File: src/rtl/ec_frontend_pkg.sv
// Shared parameters and state type for the echo-canceller sample front end.
package ec_frontend_pkg;

    localparam int DEF_DATA_W = 16;
    localparam int DEF_CNT_W = 13;
    localparam int DEF_LAG_MAX = 16;
    localparam int MIN_SAMPLING_CYCLE = 1200;

    typedef enum logic [1:0] {
        IDLE,
        FILL,
        RUN
    } fe_state_t;

    // Lag of 0 means 1 frame; anything past the ring depth saturates.
    function automatic int clamp_lag(input int sel, input int lag_max);
        if (sel == 0) return 1;
        if (sel > lag_max) return lag_max;
        return sel;
    endfunction

endpackage

File: src/rtl/lag_ring_ram.sv
// History ring for frame samples: one synchronous write port, one async read port.
module lag_ring_ram #(
    parameter int DEPTH = 16,
    parameter int W = 16,
    parameter int AW = $clog2(DEPTH)
) (
    input  logic          clk,
    input  logic          rst,
    input  logic          we,
    input  logic [AW-1:0] wr_addr,
    input  logic [W-1:0]  wr_data,
    input  logic [AW-1:0] rd_addr,
    output logic [W-1:0]  rd_data
);

    logic [W-1:0] mem [DEPTH];

    always_ff @(posedge clk) begin
        if (rst) begin
            for (int i = 0; i < DEPTH; i++) mem[i] <= '0;
        end else if (we) begin
            mem[wr_addr] <= wr_data;
        end
    end

    assign rd_data = mem[rd_addr];

endmodule

File: src/rtl/sample_lag_frontend.sv
// Frame counter plus current/lagged sample pair for the echo canceller.
// Build option UNDERRUN_ZERO_EN: a frame without a new sample pushes 0 instead of repeating.
module sample_lag_frontend
    import ec_frontend_pkg::*;
#(
    parameter int DATA_W = DEF_DATA_W,
    parameter int CNT_W = DEF_CNT_W,
    parameter int LAG_MAX = DEF_LAG_MAX
) (
    input  logic                      clk_operation,
    input  logic                      rst,
    input  logic                      enable,
    input  logic [CNT_W-1:0]          sampling_cycle,
    input  logic [$clog2(LAG_MAX):0]  lag_sel,
    input  logic                      adc_valid,
    input  logic [DATA_W-1:0]         adc_data,
    output logic [CNT_W-1:0]          sampling_cycle_counter,
    output logic [DATA_W-1:0]         sig16b,
    output logic [DATA_W-1:0]         sig16b_lag,
    output logic                      sample_strobe,
    output logic                      lag_valid,
    output logic                      overrun,
    output logic                      underrun,
    output logic                      cfg_err
);

    localparam int PTR_W = $clog2(LAG_MAX);
    localparam int LAG_W = PTR_W + 1;

    fe_state_t         state;
    logic [LAG_W-1:0]  fill_cnt;
    logic [LAG_W-1:0]  lag_q;
    logic [LAG_W-1:0]  lag_eff;
    logic [PTR_W-1:0]  wr_ptr;
    logic [PTR_W-1:0]  rd_ptr;
    logic [DATA_W-1:0] hold;
    logic [DATA_W-1:0] sample;
    logic [DATA_W-1:0] rd_data;
    logic [CNT_W-1:0]  sc_eff;
    logic              fresh;
    logic              boundary;
    logic              lag_changed;

    assign cfg_err = sampling_cycle < CNT_W'(MIN_SAMPLING_CYCLE);
    assign sc_eff = (sampling_cycle < CNT_W'(2)) ? CNT_W'(2) : sampling_cycle;

    // >= rather than == so a shrink below the current position closes the frame at once
    assign boundary = enable && (sampling_cycle_counter >= sc_eff - CNT_W'(1));

    assign lag_eff = LAG_W'(clamp_lag(int'(lag_sel), LAG_MAX));
    assign lag_changed = lag_sel != lag_q;
    assign rd_ptr = wr_ptr - lag_eff[PTR_W-1:0];

    always_comb begin
        sample = hold;
        if (adc_valid) begin
            sample = adc_data;
`ifdef UNDERRUN_ZERO_EN
        end else if (!fresh) begin
            sample = '0;
`endif
        end
    end

    lag_ring_ram #(
        .DEPTH(LAG_MAX),
        .W(DATA_W),
        .AW(PTR_W)
    ) u_ring (
        .clk(clk_operation),
        .rst(rst),
        .we(boundary),
        .wr_addr(wr_ptr),
        .wr_data(sample),
        .rd_addr(rd_ptr),
        .rd_data(rd_data)
    );

    always_ff @(posedge clk_operation) begin
        if (rst) begin
            sampling_cycle_counter <= '0;
            sample_strobe <= 1'b0;
            sig16b <= '0;
            hold <= '0;
            fresh <= 1'b0;
            overrun <= 1'b0;
            underrun <= 1'b0;
            wr_ptr <= '0;
            lag_q <= '0;
        end else begin
            lag_q <= lag_sel;
            sample_strobe <= boundary;

            if (!enable || boundary) begin
                sampling_cycle_counter <= '0;
            end else begin
                sampling_cycle_counter <= sampling_cycle_counter + CNT_W'(1);
            end

            if (enable && adc_valid) begin
                hold <= adc_data;
                if (fresh) overrun <= 1'b1;
            end

            if (boundary) begin
                fresh <= 1'b0;
                sig16b <= sample;
                wr_ptr <= wr_ptr + 1'b1;
                if (!fresh && !adc_valid) underrun <= 1'b1;
            end else if (enable && adc_valid) begin
                fresh <= 1'b1;
            end
        end
    end

    always_ff @(posedge clk_operation) begin
        if (rst) begin
            state <= IDLE;
            fill_cnt <= '0;
            lag_valid <= 1'b0;
            sig16b_lag <= '0;
        end else begin
            unique case (state)
                IDLE: begin
                    if (enable) begin
                        state <= FILL;
                        fill_cnt <= '0;
                        lag_valid <= 1'b0;
                        sig16b_lag <= '0;
                    end
                end
                FILL: begin
                    if (!enable) begin
                        state <= IDLE;
                        fill_cnt <= '0;
                    end else if (lag_changed) begin
                        fill_cnt <= '0;
                        lag_valid <= 1'b0;
                        sig16b_lag <= '0;
                    end else if (boundary) begin
                        lag_valid <= 1'b0;
                        sig16b_lag <= '0;
                        if (fill_cnt + 1'b1 >= lag_eff) begin
                            state <= RUN;
                            fill_cnt <= '0;
                        end else begin
                            fill_cnt <= fill_cnt + 1'b1;
                        end
                    end
                end
                RUN: begin
                    if (!enable) begin
                        state <= IDLE;
                        fill_cnt <= '0;
                    end else if (lag_changed) begin
                        state <= FILL;
                        fill_cnt <= '0;
                        lag_valid <= 1'b0;
                        sig16b_lag <= '0;
                    end else if (boundary) begin
                        lag_valid <= 1'b1;
                        sig16b_lag <= rd_data;
                    end
                end
                default: begin
                    state <= IDLE;
                    fill_cnt <= '0;
                end
            endcase
        end
    end

endmodule
File: config.mk
export PLATFORM = sky130hd
export DESIGN_NAME = sample_lag_frontend
export DESIGN_NICKNAME = d
export VERILOG_FILES = /design/src/rtl/ec_frontend_pkg.sv /design/src/rtl/lag_ring_ram.sv /design/src/rtl/sample_lag_frontend.sv
export SDC_FILE = /design/constraint.sdc
export NUM_CORES = 1
export LEC_CHECK = 0
export ABC_AREA = 1
export CAP_MARGIN = 20
export CORE_UTILIZATION = 25
export DETAILED_ROUTE_END_ITERATION = 7
export PLACE_DENSITY = 0.47
export SLEW_MARGIN = 20
export SYNTH_ARGS = -nofsm -noshare
export SYNTH_HDL_FRONTEND = slang
export SYNTH_HIERARCHICAL = 1
export SYNTH_SLANG_ARGS = --single-unit
File: constraint.sdc
create_clock -name clk_operation -period 5.9 [get_ports clk_operation]
set_input_delay 0.59 -clock clk_operation [delete_from_list [all_inputs] [get_ports clk_operation]]
set_output_delay 0.59 -clock clk_operation [all_outputs]
set_load 0.01 [all_outputs]
==> out/summary.txt <==
outcome: completed
initial antenna violation count: 0
Clock Latency Late Sink: 0.56 ns
TritonCTS clock tree: built
via count: 12935
Worst IR Drop VDD: 0.0001940 V
Placer Congestion: 0.8742
Post-Syn Area per Cell: 8.447 sq um
final setup vio count: 0
Post-Route WL: 47860 microns
Max Slew Vio Count: 0
FMAX: 208.9 MHz
pre-CTS WS: 0.5613 ns
DRT Pass-1 Iters: 6
top cells by area, synth: edfxtp_1 46%, nand2_1 11%, dfxtp_1 9.9%
Port-buffer cells: 87
Die H: 259.7 microns
CP endpoint kind: flop
Sw Pwr: 1.491 mW
CTS max path bufs: 3
# DRC: 0
PwrDens: 287.2 nW/um^2
core area: 65750 sq um
H-tree Lvls: 2
skew final: 0.01731 ns
Async SR Flop Fraction: 0
area grow syn2layout: 18.15%
Nets: 2097
Seq cells post-synth: 338
largest net degree at the start of global routing: 129
slew margin rel.: 0.2307
total CTS buffers: 41
clk sinks: 338
clock-pin slew on the worst setup and hold paths: 0.05 ns
Switching Share: 0.2647
drt via density: 4.424
period utilization: 0.8114
share of cells above drive strength 1: 0.06650
Int Pwr: 4.141 mW
Syn Nets: 2029
largest fanout on the critical path: 9
clock root buffer: clkbuf_16
die area: 67430 sq um
Final Hold Vio Count: 0
Clk pwr share: 0.413
Seq pwr share: 0.470
CP Launch Type: input port
Fin Setup TNS: 0 ns
cell taking the most area after synthesis: edfxtp_1
Pleak: 8.118 nW
vias in the first global route: 12525
commonest cells after routing, fill and taps aside: 481 x nand2_1, 316 x nor2_1, 275 x inv_1
post-DR wirelength/cell: 16.37 microns
fin crit period: 4.787 ns
Post-synth EDFFs: 256
diode count: 0
Netlist cell types: 42
Boundary Pins: 88
Slew @ Worst Pin: 1.153 ns
Logic pwr share: 0.117
RSZ-0062 raised after global routing: no
Synth warnings: 6
dpl hpwl: 31070 microns
CP Class: input port to flop
max_cap viols: 0
synthesized area: 16600 sq um
worst min-delay path category: flop to flop
Starting Density: 0.2525
Total GRT Usage: 0.1424
Post-CTS Resized: 0
setup slack after layout: 1.113 ns
num rows: 94
Post-CTS Setup Bufs: 0
first-pass GRT wire length: 73790 microns
Die Wd: 259.7 microns
initial drt markers: 1046
Final ANT Viol Nets: 0
most common cell after layout, fill and taps aside: nand2_1
Crit path required time: 6.15 ns
Synth top area share: 0.4631
Hold Buf Count CTS: 0
GRT overflow: 0
sequential-to-total area share from yosys stat: 0.5620
Post-Synthesis Cells: 1965
Top FF cell, synth: edfxtp_1
CP Data Arrival Time: 5.04 ns
## routing by layer
metal | routed length, microns | GRT usage
met4 | 966 | 0.03807
met3 | 2977 | 0.01813
met1 | 22940 | 0.2075
met5 | 0 | 0
met2 | 20980 | 0.2201
## state kept, by name (all words and copies together), names as in the netlist, 4 cells and up
| name | flops |
|---|---|
| u_ring/mem | 256 |
| hold | 16 |
| sig16b | 16 |
| sig16b_lag | 16 |
| sampling_cycle_counter | 13 |
| fill_cnt | 5 |
| lag_q | 5 |
| wr_ptr | 4 |
## critical path, cell delays in order
cell             delay [ns]
clkdlybuf4s50_1        0.48
nor2_1                 0.19
nand2_1                0.08
nor2_1                 0.17
and3_1                 0.21
nor2_1                 0.07
inv_1                  0.10
ha_1                   0.19
nand2_1                0.08
or3_1                  0.36
nor3_2                 0.22
nand2_1                0.10
nor2_1                 0.12
xnor2_1                0.08
ha_1                   0.29
nand2_1                0.07
nor2_1                 0.14
inv_1                  0.05
nor2_1                 0.09
nand2_1                0.05
nand2_1                0.12
nand2_2                0.07
inv_1                  0.10
nand2_2                0.14
nor3_4                 0.31
nand2_2                0.08
nand2_1                0.25
buf_4                  0.24
## through the flow
step	cells	power, mW	util	hold slack (ns)	cell area [sq um]
floorplan	1965	3.076	-	0.4244	16600
global placement	2853	3.347	0.2797	0.4337	18390
detailed placement	2853	3.352	0.2797	0.4381	18390
CTS	2923	5.707	0.2981	0.4472	19600
global route	2924	5.847	0.2983	0.4618	19610
finish	2924	5.632	0.2983	0.4451	19610
## final cells by class
type / count / area, sq um
Tap cell: 864 / 1081
Sequential cell: 338 / 9329
Clock inverter: 15 / 107.6
Inverter: 281 / 1057
Fill cell: 6955 / 46130
Timing Repair Buffer: 131 / 1221
Clock buffer: 55 / 1099
Multi-Input combinational cell: 1240 / 5717
## kinds of logic (layout without fill, tap and decap cells)
| kind of cell | Yosys count | count (layout) | synth area share |
|---|---|---|---|
| flops | 338 | 338 | 0.5620 |
| compound gates | 104 | 104 | 0.03272 |
| xor+xnor | 25 | 25 | 0.01319 |
| simple gates | 1085 | 1085 | 0.2780 |
| fa+ha+maj | 26 | 26 | 0.02005 |
| buf+inv | 387 | 482 | 0.09400 |
## path summary, 6_finish.rpt
check                     from          endpoint  slack (ns)  depth (start not counted)
min reg2reg            hold[4]           hold[4]        0.45                          2
max reg2reg          wr_ptr[0]    sig16b_lag[10]        2.56                         10
min                    hold[4]           hold[4]        0.45                          2
max          sampling_cycle[9]  u_ring/mem[3][9]        1.11                         28
## cells in the mapped netlist (11+ instances only)
cell	count
a21oi_1	50
buf_1	12
buf_2	45
clkbuf_1	42
dfxtp_1	82
edfxtp_1	256
ha_1	25
inv_1	278
nand2_1	481
nand2_2	11
nand3_1	225
nand4_1	18
nor2_1	316
o21ai_0	45
xor2_1	15
## power by group through the flow
stage	combinational (mW)	clock (mW)	sequential [mW]
global placement	0.653	0	2.69
detailed placement	0.656	0	2.70
CTS	0.658	2.40	2.65
global route	0.720	2.47	2.65
floorplan	0.387	0	2.69
finish	0.658	2.33	2.65
Note: power is estimated with default switching activity, not from simulation.
